**src/rtl/fpu_pkg.sv**
```systemverilog
// Shared definitions for the FPU Wishbone register bank: register offsets,
// rounding-mode encodings, one-hot operation bit positions and flag order.
package fpu_pkg;

    // Byte offsets of the registers within the 256-byte window.
    localparam logic [7:0] A_OFF      = 8'h00;
    localparam logic [7:0] B_OFF      = 8'h04;
    localparam logic [7:0] C_OFF      = 8'h08;
    localparam logic [7:0] RESULT_OFF = 8'h0C;
    localparam logic [7:0] FLAGS_OFF  = 8'h10;
    localparam logic [7:0] STATUS_OFF = 8'h14;
    localparam logic [7:0] IRQ_EN_OFF = 8'h18;
    localparam logic [7:0] OP_OFF     = 8'h1C;
    localparam logic [7:0] CLEAR_OFF  = 8'h20;
    localparam logic [7:0] RM_OFF     = 8'h24;

    // IEEE-754 rounding modes as seen by the FPU core.
    typedef enum logic [2:0] {
        RM_RNE = 3'd0,
        RM_RTZ = 3'd1,
        RM_RDN = 3'd2,
        RM_RUP = 3'd3,
        RM_RMM = 3'd4
    } round_mode_e;

    // Bit of the OPERATION word that requests an operation (drives valid_o).
    localparam int OP_VALID_BIT = 12;

    // One-hot positions inside op_o.
    localparam int OP_BIT_ADD   = 0;
    localparam int OP_BIT_SUB   = 1;
    localparam int OP_BIT_MUL   = 2;
    localparam int OP_BIT_DIV   = 3;
    localparam int OP_BIT_SQRT  = 4;
    localparam int OP_BIT_FMA   = 5;
    localparam int OP_BIT_MIN   = 6;
    localparam int OP_BIT_MAX   = 7;
    localparam int OP_BIT_CMP   = 8;
    localparam int OP_BIT_F2I   = 9;
    localparam int OP_BIT_I2F   = 10;
    localparam int OP_BIT_CLASS = 11;

    // Exception flag order inside fpu_flags_i / FLAGS: {NV,DZ,OF,UF,NX}.
    localparam int FLAG_NX = 0;
    localparam int FLAG_UF = 1;
    localparam int FLAG_OF = 2;
    localparam int FLAG_DZ = 3;
    localparam int FLAG_NV = 4;

    // STATUS register bit positions.
    localparam int STATUS_DONE_BIT = 0;
    localparam int STATUS_BUSY_BIT = 1;

    // Replace only the byte lanes enabled in sel.
    function automatic logic [31:0] merge_bytes(input logic [31:0] old_val,
                                                input logic [31:0] new_val,
                                                input logic [3:0]  sel);
        logic [31:0] res;
        res = old_val;
        for (int i = 0; i < 4; i++) begin
            if (sel[i]) res[i*8 +: 8] = new_val[i*8 +: 8];
        end
        return res;
    endfunction

endpackage

```
**src/rtl/fpu_wb_regs.sv**
```systemverilog
// Wishbone slave register bank in front of the single-precision FPU core.
// Holds operands, rounding mode and operation word, raises valid_o towards
// the core and captures result/flags when the core reports completion.
module fpu_wb_regs
    import fpu_pkg::*;
#(
    parameter logic [31:0] BASE_ADDR = 32'h3000_0000,
    parameter int          OP_W      = 12
) (
    input  logic            wb_clk_i,
    input  logic            rst_l,
    input  logic            wbs_stb_i,
    input  logic            wbs_cyc_i,
    input  logic            wbs_we_i,
    input  logic [3:0]      wbs_sel_i,
    input  logic [31:0]     wbs_adr_i,
    input  logic [31:0]     wbs_dat_i,
    output logic            wbs_ack_o,
    output logic [31:0]     wbs_dat_o,
    output logic [31:0]     a_o,
    output logic [31:0]     b_o,
    output logic [31:0]     c_o,
    output logic [2:0]      round_mode_o,
    output logic [OP_W-1:0] op_o,
    output logic            valid_o,
    input  logic [31:0]     fpu_result_i,
    input  logic [4:0]      fpu_flags_i,
    input  logic            fpu_valid_i,
    output logic            irq_o
);

    // Handshake: a request is cyc & stb & window hit while ack is low. It is
    // sampled on one edge, and ack (with registered read data) is high for
    // exactly the following cycle; a master holding stb through the ack cycle
    // is not re-acknowledged because ack itself masks the request. Writes
    // commit on the edge that raises ack. Addresses outside the window never
    // get an ack.
    logic       hit;
    logic       req;
    logic       wr;
    logic [7:0] off;

    logic [31:0]     a_q, a_d;
    logic [31:0]     b_q, b_d;
    logic [31:0]     c_q, c_d;
    logic [31:0]     result_q, result_d;
    logic [4:0]      flags_q, flags_d;
    logic [OP_W-1:0] op_q, op_d;
    logic            valid_q, valid_d;
    logic            done_q, done_d;
    logic            irq_en_q, irq_en_d;
    logic [2:0]      rm_q, rm_d;
    logic            ack_q, ack_d;
    logic [31:0]     dat_q, dat_d;

    logic [31:0] rdata;
    logic [31:0] op_word;
    logic [31:0] op_merge;
    logic [31:0] rm_merge;
    logic        unused_bits;

    assign hit = (wbs_adr_i[31:8] == BASE_ADDR[31:8]);
    assign req = wbs_cyc_i & wbs_stb_i & hit & ~ack_q;
    assign wr  = req & wbs_we_i;
    assign off = {wbs_adr_i[7:2], 2'b00};

    // Current OPERATION register contents as software sees them.
    always_comb begin
        op_word               = '0;
        op_word[OP_W-1:0]     = op_q;
        op_word[OP_VALID_BIT] = valid_q;
    end

    // Byte-lane merges for the partially implemented registers.
    assign op_merge = merge_bytes(op_word, wbs_dat_i, wbs_sel_i);
    assign rm_merge = merge_bytes({29'b0, rm_q}, wbs_dat_i, wbs_sel_i);

    // Bits that are intentionally dropped by the decode.
    assign unused_bits = ^{wbs_adr_i[1:0], op_merge[31:OP_VALID_BIT+1], rm_merge[31:3]};

    // Read mux; unmapped and write-only offsets read as zero.
    always_comb begin
        rdata = '0;
        case (off)
            A_OFF:      rdata = a_q;
            B_OFF:      rdata = b_q;
            C_OFF:      rdata = c_q;
            RESULT_OFF: rdata = result_q;
            FLAGS_OFF:  rdata[4:0] = flags_q;
            STATUS_OFF: begin
                rdata[STATUS_DONE_BIT] = done_q;
                rdata[STATUS_BUSY_BIT] = valid_q;
            end
            IRQ_EN_OFF: rdata[0] = irq_en_q;
            OP_OFF:     rdata = op_word;
            RM_OFF:     rdata[2:0] = rm_q;
            default:    rdata = '0;
        endcase
    end

    // Next-state for registers: software writes, then completion capture,
    // with the write winning valid_o and completion winning done.
    always_comb begin
        a_d      = a_q;
        b_d      = b_q;
        c_d      = c_q;
        result_d = result_q;
        flags_d  = flags_q;
        op_d     = op_q;
        valid_d  = valid_q;
        done_d   = done_q;
        irq_en_d = irq_en_q;
        rm_d     = rm_q;

        if (fpu_valid_i) begin
            result_d = fpu_result_i;
            flags_d  = fpu_flags_i;
            valid_d  = 1'b0;
        end

        if (wr) begin
            case (off)
                A_OFF:      a_d = merge_bytes(a_q, wbs_dat_i, wbs_sel_i);
                B_OFF:      b_d = merge_bytes(b_q, wbs_dat_i, wbs_sel_i);
                C_OFF:      c_d = merge_bytes(c_q, wbs_dat_i, wbs_sel_i);
                IRQ_EN_OFF: irq_en_d = wbs_dat_i[0];
                OP_OFF: begin
                    op_d = op_merge[OP_W-1:0];
                    // The valid bit lives in byte lane 1.
                    if (wbs_sel_i[1]) valid_d = op_merge[OP_VALID_BIT];
                end
                CLEAR_OFF:  if (wbs_dat_i[0]) done_d = 1'b0;
                RM_OFF:     rm_d = rm_merge[2:0];
                default:    ;
            endcase
        end

        if (fpu_valid_i) done_d = 1'b1;
    end

    // Bus response: one-cycle ack, read data only while ack is high.
    always_comb begin
        ack_d = req;
        dat_d = (req & ~wbs_we_i) ? rdata : 32'h0;
    end

    // State registers with asynchronous active-low reset.
    always_ff @(posedge wb_clk_i or negedge rst_l) begin
        if (!rst_l) begin
            a_q      <= '0;
            b_q      <= '0;
            c_q      <= '0;
            result_q <= '0;
            flags_q  <= '0;
            op_q     <= '0;
            valid_q  <= 1'b0;
            done_q   <= 1'b0;
            irq_en_q <= 1'b0;
            rm_q     <= RM_RNE;
            ack_q    <= 1'b0;
            dat_q    <= '0;
        end else begin
            a_q      <= a_d;
            b_q      <= b_d;
            c_q      <= c_d;
            result_q <= result_d;
            flags_q  <= flags_d;
            op_q     <= op_d;
            valid_q  <= valid_d;
            done_q   <= done_d;
            irq_en_q <= irq_en_d;
            rm_q     <= rm_d;
            ack_q    <= ack_d;
            dat_q    <= dat_d;
        end
    end

    assign wbs_ack_o    = ack_q;
    assign wbs_dat_o    = dat_q;
    assign a_o          = a_q;
    assign b_o          = b_q;
    assign c_o          = c_q;
    assign round_mode_o = rm_q;
    assign op_o         = op_q;
    assign valid_o      = valid_q;
    assign irq_o        = done_q & irq_en_q;

endmodule

```
**config.mk**
```make
export PLATFORM = sky130hd
export DESIGN_NAME = fpu_wb_regs
export DESIGN_NICKNAME = d
export VERILOG_FILES = /design/src/rtl/fpu_pkg.sv /design/src/rtl/fpu_wb_regs.sv
export SDC_FILE = /design/constraint.sdc
export NUM_CORES = 1
export LEC_CHECK = 0
export ABC_AREA = 0
export BUFFER_PORTS_ARGS = -buffer_cell sky130_fd_sc_hd__buf_2
export CAP_MARGIN = 5
export CORE_MARGIN = 4
export CORE_UTILIZATION = 35
export CTS_BUF_LIST = sky130_fd_sc_hd__clkbuf_4 sky130_fd_sc_hd__clkbuf_8
export CTS_CLUSTER_DIAMETER = 200
export CTS_CLUSTER_SIZE = 10
export DETAILED_ROUTE_END_ITERATION = 10
export SETUP_SLACK_MARGIN = 0.02
export SYNTH_ARGS = -nofsm -noshare
export SYNTH_HDL_FRONTEND = slang
export SYNTH_SLANG_ARGS = --single-unit
export TNS_END_PERCENT = 50
```
**constraint.sdc**
```tcl
create_clock -name wb_clk_i -period 2.63 [get_ports wb_clk_i]
set_input_delay 0 -clock wb_clk_i [delete_from_list [all_inputs] [get_ports wb_clk_i]]
set_output_delay 0 -clock wb_clk_i [all_outputs]
set_load 0.03 [all_outputs]
```
==> flow_summary.yaml, run 1 <==
global_routing:
  grt_overflow: 0
  grt_max_degree: 69
  grt_pass1_vias: 6860
  grt_use_total_pct: 19.9
  grt_pass1_wl_um: 39800
  antenna_found_initial: 3
place:
  placed_cell_area_um2: 9780
  place.port_buffers: 254
  gp_congestion: 0.773
  place_inst: 1112
  post-dp-hpwl_um: 17000
power_and_ir_drop:
  power_density_nw_per_um2: 499
  power_leakage_nw: 5.60
  ir_drop_uv: 356
  p_total_w: 0.00548
critical_path:
  r2r_slack_ps: 550
  cp_max_fo: 18
  worst_ep_required_time_ps: 2960
  crit_path_start: "wbs_ack_o$_DFF_PN0_"
  startpoint_type: "flip-flop"
  reg2reg_from: "wbs_ack_o$_DFF_PN0_"
  cp_data_arrival_time_ps: 2410
  critPathKind: "reg2reg"
  endpoint_kind: "flip-flop"
yosys:
  avgSynthCellArea_um2: 14.0
  ys.flop_type: "dfrtp_1"
  synthTopCellsByArea: "dfrtp_1 58%, mux2_2 21%, a22oi_1 4.6%"
  synthArstFlopShare_pct: 100
  ys_types: 42
  seq_area_frac_synth_pct: 57.7
  synth_top_area_share_pct: 57.7
  synth-edff-count: 0
  yosys_warnings: 0
  yosys.area.top_type: "dfrtp_1"
  synth_cells: 570
  synth_fp_nets: 681
  ys_ff_latch: 184
  synth_area_um2: 7980
route:
  post_drt_via_cell_ratio: 5.14
  wirelength_um: 25000
  via_count: 6268
  drt_pre_antenna_iters: 4
  wl_per_cell_um: 20.5
  route.detailed.drc: 0
  ant_nets: 0
  drtIter0Drc: 262
floorplanning:
  start_util_pct: 36.1
  die_h_um: 159
  placementRows: 54
  die_w_um: 159
  ios: 257
  core_um2: 22100
  dieArea_um2: 25300
cts:
  clk_pin_slew_ps: 90
  insertion_delay_ps: 450
  clockBufferDepth: 2
  cts_sinks: 184
  cts_root_buffer: "clkbuf_8"
  cts.htree.levels: 4
  cts_buffers: 17
  cts_tree: "done"
final_layout:
  multi_input_area_um2: 3230
  design_area_um2: 11000
  final_nets: 1038
  fin_util_pct: 49.7
  num-fill-cells: 1951
  fin_cells: 1219
  area_growth_pct: 37.6
  seqCellArea_um2: 4600
  layout-drive-gt1-share_pct: 52.7
sta:
  relSlewSlack_pct: 56.2
  finClkSkew_ps: 13.1
  tightest_slew_ps: 657
  maxSlewViolCount: 0
  rsz0062_at_grt: "no"
  finalSetupViolations: 0
  hold_viol: 0
  period_share_pct: 79.2
  min_period_ps: 2080
  fmax_mhz: 480
  setup_tns_ps: 0
outcome:
  outcome: "finished, final reports clean"
worst_hold_path:
  hp-start: "wbs_adr_i[3]"
  hold_path_class: "in2reg"
flow_run:
  drv_cap: 0
critical path, stage by stage, from the launching register on:
cell	delay, ps
dfrtp_1	390
nor4_1	220
nand4_2	160
buf_4	290
nor4_2	340
buf_4	220
mux2_2	340
placed cells by master, fill, tap and decap left out, types with 4 or more instances in the layout:
| cell type | synthesis | layout |
|---|---|---|
| o21ai_0 | 13 | 13 |
| bufinv_16 | 0 | 4 |
| buf_4 | 1 | 35 |
| a22oi_1 | 49 | 49 |
| nand2_1 | 20 | 20 |
| nor3_1 | 6 | 6 |
| and2_1 | 6 | 6 |
| nand3_1 | 8 | 8 |
| buf_2 | 1 | 253 |
| mux2_2 | 151 | 151 |
| nor2_1 | 5 | 5 |
| a21oi_1 | 26 | 26 |
| clkbuf_8 | 0 | 18 |
| nor4_1 | 6 | 6 |
| dlygate4sd3_1 | 0 | 76 |
| dfrtp_1 | 184 | 184 |
| mux2i_1 | 13 | 13 |
| nor2b_1 | 8 | 7 |
| nor4_4 | 11 | 11 |
routing by layer:
layer  part of all wire (%)  global-route usage, %  wire length [µm]  vias up
met2                     49                   33.6             12300      236
met5                   0.11                      0                27        -
met3                    6.6                   5.70              1660       23
li1                       -                      -                 -     2855
met4                    1.2                   4.93               295        4
met1                     43                   25.3             10800     3150
cells in the mapped netlist, drive strengths merged (2+ instances only):
cell,count
a2111oi,2
a21oi,26
a22oi,49
a311oi,3
and2,6
and3,2
buf,6
clkbuf,23
dfrtp,184
inv,2
mux2,151
mux2i,13
mux4,2
nand2,20
nand3,8
nand3b,2
nand4,5
nor2,5
nor2b,8
nor3,6
nor4,20
o21ai,13
layout make-up:
class                   instances  share of cell area [%]
inverters                       2                  0.0684
flip-flops and latches        184                    41.9
repair buffers                367                    21.3
multi-input cells             355                    29.5
clock buffers                  18                    2.26
clock inverters                12                    1.73
diodes                          1                  0.0228
well taps                     280                    3.19
repair_timing:
action | in CTS | in global routing
hold buffers | 76 | 0
endpoints found under the hold margin | 221 | 0
setup endpoints to repair | 0 | 0
buffers inserted | 0 | 0
gates resized for setup | 0 | 0
final timing paths:
check | cells after the start | to
max in group asynchronous | 3 | result_q[7]$_DFFE_PN0P_
min in group asynchronous | 2 | b_o[10]$_DFFE_PN0P_
min | 5 | done_q$_DFFE_PN0P_
max reg2reg | 6 | op_o[1]$_DFFE_PN0P_
max | 6 | op_o[1]$_DFFE_PN0P_
min reg2reg | 1 | result_q[12]$_DFFE_PN0P_
kinds of logic after synthesis:
group / Yosys count / share of synthesized area (%)
AO/OA/AOI/OAI: 100 / 8.36
buffers and inverters: 31 / 1.80
flip-flops: 184 / 57.7
multiplexers: 166 / 23.5
AND/OR/NAND/NOR: 89 / 8.62
sequential cells by signal, summed over array words and instances, names as in the netlist:
register	flops
wbs_ack_o	1
a_o	32
op_o	12
done_q	1
irq_en_q	1
flags_q	5
b_o	32
valid_o	1
wbs_dat_o	32
round_mode_o	3
result_q	32
c_o	32
stage by stage:
step / setup slack, ps / hold WS, ps
5_1_grt: 400 / 66.7
3_3_place_gp: 535 / 54.5
4_1_cts: 501 / 22.2
2_1_floorplan: 295 / -296
6_report: 547 / 64.0
3_5_place_dp: 528 / 59.1
power breakdown:
part           switching [W]  internal [W]  total, W
registers          0.0000293       0.00288   0.00291
clock network        0.00106       0.00107   0.00214
logic               0.000210      0.000220  0.000431
No activity file was read; power rests on OpenSTA's default activity.
==> run 2, diff against run 1 <==
--- a/config.mk
+++ b/config.mk
@@ -5,7 +5,7 @@
 export SDC_FILE = /design/constraint.sdc
 export NUM_CORES = 1
 export LEC_CHECK = 0
-export ABC_AREA = 0
+export ABC_AREA = 1
 export BUFFER_PORTS_ARGS = -buffer_cell sky130_fd_sc_hd__buf_2
 export CAP_MARGIN = 5
 export CORE_MARGIN = 4
==> constraint.sdc (replaced) <==
create_clock -name wb_clk_i -period 1.8 [get_ports wb_clk_i]
set_input_delay 0 -clock wb_clk_i [delete_from_list [all_inputs] [get_ports wb_clk_i]]
set_output_delay 0 -clock wb_clk_i [all_outputs]
set_load 0.03 [all_outputs]
==> run 2 against run 1 <==
Against the previous run:
- area after synthesis up 7.3%
- die area up 7.0%
- wire length up 13%
- critical path depth up 6
- first-iteration DRC count up 92%
- clock power up 31%
- critical endpoint is now op_o[8]$_DFFE_PN0P_
- total power up 41%
==> flow_summary.yaml, run 2 <==
floorplanning:
  die_w_um: 164
  core_um2: 23800
  placementRows: 56
  dieArea_um2: 27000
  ios: 257
  start_util_pct: 36.1
  die_h_um: 164
yosys:
  synth_most_common_cell: "nand2_1"
  synthTopCellsByArea: "dfrtp_1 54%, nand2_1 21%, nand3_1 8.4%"
  ys.flop_type: "dfrtp_1"
  avgSynthCellArea_um2: 8.14
  ys_ff_latch: 184
  synth-edff-count: 0
  synth.top_cells.by_count: "472 x nand2_1, 184 x dfrtp_1, 144 x nand3_1, 61 x nor2_1, 38 x inv_1"
  synthArstFlopShare_pct: 100
  seq_area_frac_synth_pct: 53.8
  synth_top_area_share_pct: 53.8
  yosys_warnings: 0
  ys_types: 32
  synth_area_um2: 8560
  yosys.area.top_type: "dfrtp_1"
  synth_fp_nets: 1163
  synth_cells: 1052
sta:
  min_period_ps: 1640
  rsz0062_at_grt: "no"
  hold_viol: 0
  finClkSkew_ps: 15.8
  fmax_mhz: 609
  period_share_pct: 91.2
  setup_tns_ps: 0
  relSlewSlack_pct: 60.3
  tightest_slew_ps: 595
  finalSetupViolations: 0
  maxSlewViolCount: 0
critical_path:
  worst_path_max_delay_cell: "dlygate4sd3_1"
  path_buf_inv: 4
  path_cells: "dlygate4sd3_1, buf_2, nor2_1, nand2_1, nor2_1, nand2_1, nor2_8, buf_12, buf_4, nand4_2, nand2_1, nand2_1"
  worst_ep_required_time_ps: 2160
  crit_path_start: "wbs_adr_i[10]"
  r2r_slack_ps: 210
  reg2reg_from: "wbs_ack_o$_DFF_PN0_"
  cp_top_family: "buffers and inverters"
  cp.depth: 12
  endpoint_kind: "flip-flop"
  cp_max_fo: 15
  endpoint: "op_o[8]$_DFFE_PN0P_"
  cpMostUsedCell: "nand2_1"
  critPathMaxStageDelay_ps: 550
  critPathKind: "in2reg"
  startpoint_type: "primary input"
  cp_data_arrival_time_ps: 2000
  rr_worst_depth: 9
  r2r_end: "b_o[2]$_DFFE_PN0P_"
final_layout:
  layout-drive-gt1-share_pct: 24.9
  final_nets: 1514
  area_growth_pct: 36.9
  num-fill-cells: 2302
  final_common_cell: "nand2_1"
  fin_util_pct: 49.4
  layout_common_cells: "472 x nand2_1, 253 x buf_2, 184 x dfrtp_1"
route:
  drt_pre_antenna_iters: 5
  ant_nets: 0
  wirelength_um: 28400
  post_drt_via_cell_ratio: 4.76
  drtIter0Drc: 504
  via_count: 8267
  route.detailed.drc: 0
  wl_per_cell_um: 16.4
cts:
  cts.htree.levels: 4
  cts_root_buffer: "clkbuf_8"
  cts_sinks: 184
  clockBufferDepth: 2
  cts_tree: "done"
  cts_buffers: 17
  insertion_delay_ps: 470
  clk_pin_slew_ps: 100
global_routing:
  grt_pass1_vias: 8286
  grt_max_degree: 62
  antenna_found_initial: 2
  grt_overflow: 0
  grt_use_total_pct: 21.2
  grt_pass1_wl_um: 45000
place:
  place.port_buffers: 254
  post-dp-hpwl_um: 18900
  gp_congestion: 0.835
power_and_ir_drop:
  power_leakage_nw: 6.57
  power_density_nw_per_um2: 658
  ir_drop_uv: 407
flow_run:
  drv_cap: 0
worst_hold_path:
  hold_path_class: "in2reg"
outcome:
  outcome: "finished, final reports clean"
-- run 2: cell types whose count changed after synthesis, moves of 13 or more --
cell	delta
mux2_2	-151
a22oi_1	-48
mux2i_1	-13
nand2_1	+452
buf_2	+22
nand3_1	+136
inv_1	+36
nor2_1	+56
clkbuf_1	-15
-- run 2: area by class of cell --
class	instances	area (µm²)	share of cell area [%]
Inverter	44	165	1.41
Clock inverter	13	134	1.14
Sequential cell	184	4600	39.3
Timing Repair Buffer	381	2660	22.7
Clock buffer	19	262	2.23
Tap cell	319	399	3.40
Antenna cell	2	5.00	0.0427
Multi-Input combinational cell	775	3500	29.8
-- run 2: report_power, final --
group,internal [W],switching (W)
clock network,0.00110,0.00171
logic,0.000305,0.000365
registers,0.00420,0.0000329
total,0.00561,0.00211
-- run 2: worst register-to-register path, delay by kind of cell, from the launching register on --
family	cells	cell delay (ps)
DFF	1	390
buffers and inverters	3	400
and+or+nand+nor	6	730
-- run 2: cells by family (layout without fill, tap and decap cells) --
logic type             Yosys count  after routing  synth area share, %
DFF                            184            184                 53.8
AOI/OAI and AO/OA               57             57                 3.45
and+or+nand+nor                718            718                 37.3
buffers and inverters           93            457                 5.52
other                            0              2                    0
-- run 2: layer usage --
layer	global-route usage (%)	vias up	routed length, µm
met5	0	-	0
met4	5.37	0	482
met3	5.49	40	1910
met2	33.7	272	13300
met1	29.0	3892	12700
li1	-	4063	-
-- run 2: worst min path at each step --
stage / from / end / slack [ps] / cells past startpoint
floorplan: rst_l / a_o[0]$_DFFE_PN0P_ / -300 / 0
global placement: rst_l / result_q[18]$_DFFE_PN0P_ / -30 / 1
detailed placement: rst_l / result_q[18]$_DFFE_PN0P_ / -40 / 1
CTS: wbs_adr_i[8] / irq_en_q$_DFFE_PN0P_ / 9 / 8
global route: wbs_adr_i[8] / irq_en_q$_DFFE_PN0P_ / 60 / 8
finish: wbs_adr_i[3] / irq_en_q$_DFFE_PN0P_ / 50 / 7
-- run 2: timing repair --
action / CTS / global route
hold buffers: 96 / 0
gates resized for setup: 0 / 1
endpoints found under the hold margin: 336 / 0
setup endpoints to repair: 0 / 88
buffers inserted: 0 / 2
-- run 2: stage by stage --
step / total power (W) / instance area (µm²) / cells / setup WS, ps / hold slack [ps]
after detailed placement: 0.00483 / 10300 / 1605 / 61.5 / -36.1
after global routing: 0.00804 / 11700 / 1737 / 41.4 / 57.2
after floorplan: 0.00448 / 8560 / 1052 / 186 / -296
final: 0.00772 / 11700 / 1737 / 158 / 49.2
after global placement: 0.00482 / 10300 / 1605 / 104 / -32.7
after CTS: 0.00779 / 11700 / 1733 / 46.3 / 9.16
==> run 3, diff against run 2 <==
--- a/config.mk
+++ b/config.mk
@@ -14,6 +14,7 @@
 export CTS_CLUSTER_DIAMETER = 200
 export CTS_CLUSTER_SIZE = 10
 export DETAILED_ROUTE_END_ITERATION = 10
+export MAX_ROUTING_LAYER = met4
 export SETUP_SLACK_MARGIN = 0.02
 export SYNTH_ARGS = -nofsm -noshare
 export SYNTH_HDL_FRONTEND = slang
==> run 3 against run 2 <==
Against the previous run:
- clock power about the same
- sequential cell count stayed put
- setup slack got worse by 5.2 ps
- cell count did not move
- global-route usage up 0.63 points
- maximum frequency fell by 0.32%
- sequential power is essentially flat
- total power about the same
- clock skew rose by 3.8 ps
- critical path type unchanged
- critical endpoint unchanged
==> flow_summary.yaml, run 3 (synthesis results as in run 2) <==
outcome:
  outcome: "finished, final reports clean"
final_layout:
  layout_common_cells: "472 x nand2_1, 253 x buf_2, 184 x dfrtp_1"
  fin_util_pct: 49.4
  area_growth_pct: 36.9
  fin_cells: 1737
  final_nets: 1514
  final_common_cell: "nand2_1"
  layout-drive-gt1-share_pct: 24.9
power_and_ir_drop:
  power_leakage_nw: 6.57
  power_frac_comb_pct: 8.7
  p_seq_share_pct: 54.8
  p_switching_w: 0.00212
  p_total_w: 0.00773
  power_density_nw_per_um2: 659
  p_clk_share_pct: 36.5
  ir_drop_uv: 404
  power.internal_w: 0.00561
  p_sw_share_pct: 27.4
floorplanning:
  dieArea_um2: 27000
  start_util_pct: 36.1
  ios: 257
  die_h_um: 164
  placementRows: 56
  core_um2: 23800
  die_w_um: 164
route:
  post_drt_via_cell_ratio: 4.78
  drtIter0Drc: 488
  route.detailed.drc: 0
  ant_nets: 0
  wl_per_cell_um: 16.4
  wirelength_um: 28500
  drt_pre_antenna_iters: 5
  via_count: 8301
sta:
  setup_tns_ps: 0
  fmax_mhz: 607
  maxSlewViolCount: 0
  finClkSkew_ps: 19.6
  timing.hold.ws_ps: 44.5
  rsz0062_at_grt: "no"
  period_share_pct: 91.5
  relSlewSlack_pct: 60.2
  finalSetupViolations: 0
  hold_viol: 0
  tightest_slew_ps: 597
  min_period_ps: 1650
global_routing:
  grt_max_degree: 62
  antenna_found_initial: 2
  grt_overflow: 0
  grt_pass1_wl_um: 44900
  grt_use_total_pct: 21.8
  grt_pass1_vias: 8291
critical_path:
  startpoint_type: "primary input"
  cp_max_fo: 15
  r2r_end: "b_o[2]$_DFFE_PN0P_"
  endpoint_kind: "flip-flop"
  cp_top_family: "buffers and inverters"
  rr_worst_depth: 9
  critPathMaxStageDelay_ps: 550
  critPathKind: "in2reg"
  r2r_slack_ps: 200
  path_buf_inv: 4
  path_cells: "dlygate4sd3_1, buf_2, nor2_1, nand2_1, nor2_1, nand2_1, nor2_8, buf_12, buf_4, nand4_2, nand2_1, nand2_1"
  worst_path_max_delay_cell: "dlygate4sd3_1"
  cp_data_arrival_time_ps: 2000
  worst_ep_required_time_ps: 2160
  cpMostUsedCell: "nand2_1"
  reg2reg_from: "wbs_ack_o$_DFF_PN0_"
cts:
  cts_sinks: 184
  clk_pin_slew_ps: 100
  cts_root_buffer: "clkbuf_8"
  cts_tree: "done"
  cts.htree.levels: 4
  insertion_delay_ps: 480
  clockBufferDepth: 2
  cts_buffers: 17
flow_run:
  drv_cap: 0
worst_hold_path:
  hold_path_class: "in2reg"
  hp-start: "wbs_adr_i[3]"
  hold_end: "irq_en_q$_DFFE_PN0P_"
  holdPathStages: 7
place:
  place_inst: 1605
  gp_congestion: 0.848
  post-dp-hpwl_um: 18900
  place.port_buffers: 254
run 3: cell counts in the layout (fill, tap and decap cells not counted):
No cell type changed its count.
run 3: stage by stage:
| stage | instance area, µm² | setup slack (ps) |
|---|---|---|
| floorplan | 8560 | 186 |
| global placement | 10300 | 104 |
| detailed placement | 10300 | 61.5 |
| CTS | 11700 | 46.3 |
| global route | 11700 | 41.4 |
| finish | 11700 | 152 |
run 3: what timing repair did:
| action | in CTS | in global routing |
|---|---|---|
| setup endpoints to repair | 0 | 93 |
| hold endpoints to repair | 336 | 0 |
| buffers inserted | 0 | 2 |
| resized for setup | 0 | 1 |
| hold buffers | 96 | 0 |
run 3: layer usage:
metal	wire length (µm)	global-route usage, %	vias to the layer above
li1	-	-	4063
met1	12700	29.4	3914
met2	13400	33.8	286
met3	1850	4.84	38
met4	469	5.37	0
met5	0	-	-
run 3: worst register-to-register path, stage by stage (launching register included):
cell and delay, ps:
dfrtp_1 390, inv_1 50, nand2_1 60, buf_4 150
nor2_4 120, nand3_4 200, nor2_4 170, buf_12 200
nand3_1 120, nand2_1 70
run 3: area by class of cell:
cell class,count,area [µm²]
fill,2302,12000
sequential,184,4600
multi-input combinational,775,3500
timing repair buffer,381,2660
tap,319,399
clock buffer,19,262
inverter,44,165
clock inverter,13,134
antenna,2,5.00
run 3: power by group through the flow:
| stage | Combinational, W | Clock, W | Sequential [W] |
|---|---|---|---|
| floorplan | 0.000171 | 0 | 0.00431 |
| global placement | 0.000503 | 0 | 0.00432 |
| detailed placement | 0.000509 | 0 | 0.00432 |
| CTS | 0.000673 | 0.00289 | 0.00424 |
| global route | 0.000746 | 0.00305 | 0.00425 |
| finish | 0.000670 | 0.00282 | 0.00424 |
run 3: worst max-delay path by stage:
stage / from / to / slack (ps) / cells past startpoint
2_1_floorplan: wbs_ack_o$_DFF_PN0_ / op_o[10]$_DFFE_PN0P_ / 190 / 8
3_3_place_gp: wbs_ack_o$_DFF_PN0_ / a_o[14]$_DFFE_PN0P_ / 100 / 7
3_5_place_dp: wbs_ack_o$_DFF_PN0_ / a_o[8]$_DFFE_PN0P_ / 60 / 7
4_1_cts: wbs_ack_o$_DFF_PN0_ / a_o[8]$_DFFE_PN0P_ / 50 / 7
5_1_grt: wbs_adr_i[5] / wbs_dat_o[7]$_DFF_PN0_ / 40 / 12
6_report: wbs_adr_i[10] / op_o[8]$_DFFE_PN0P_ / 150 / 12
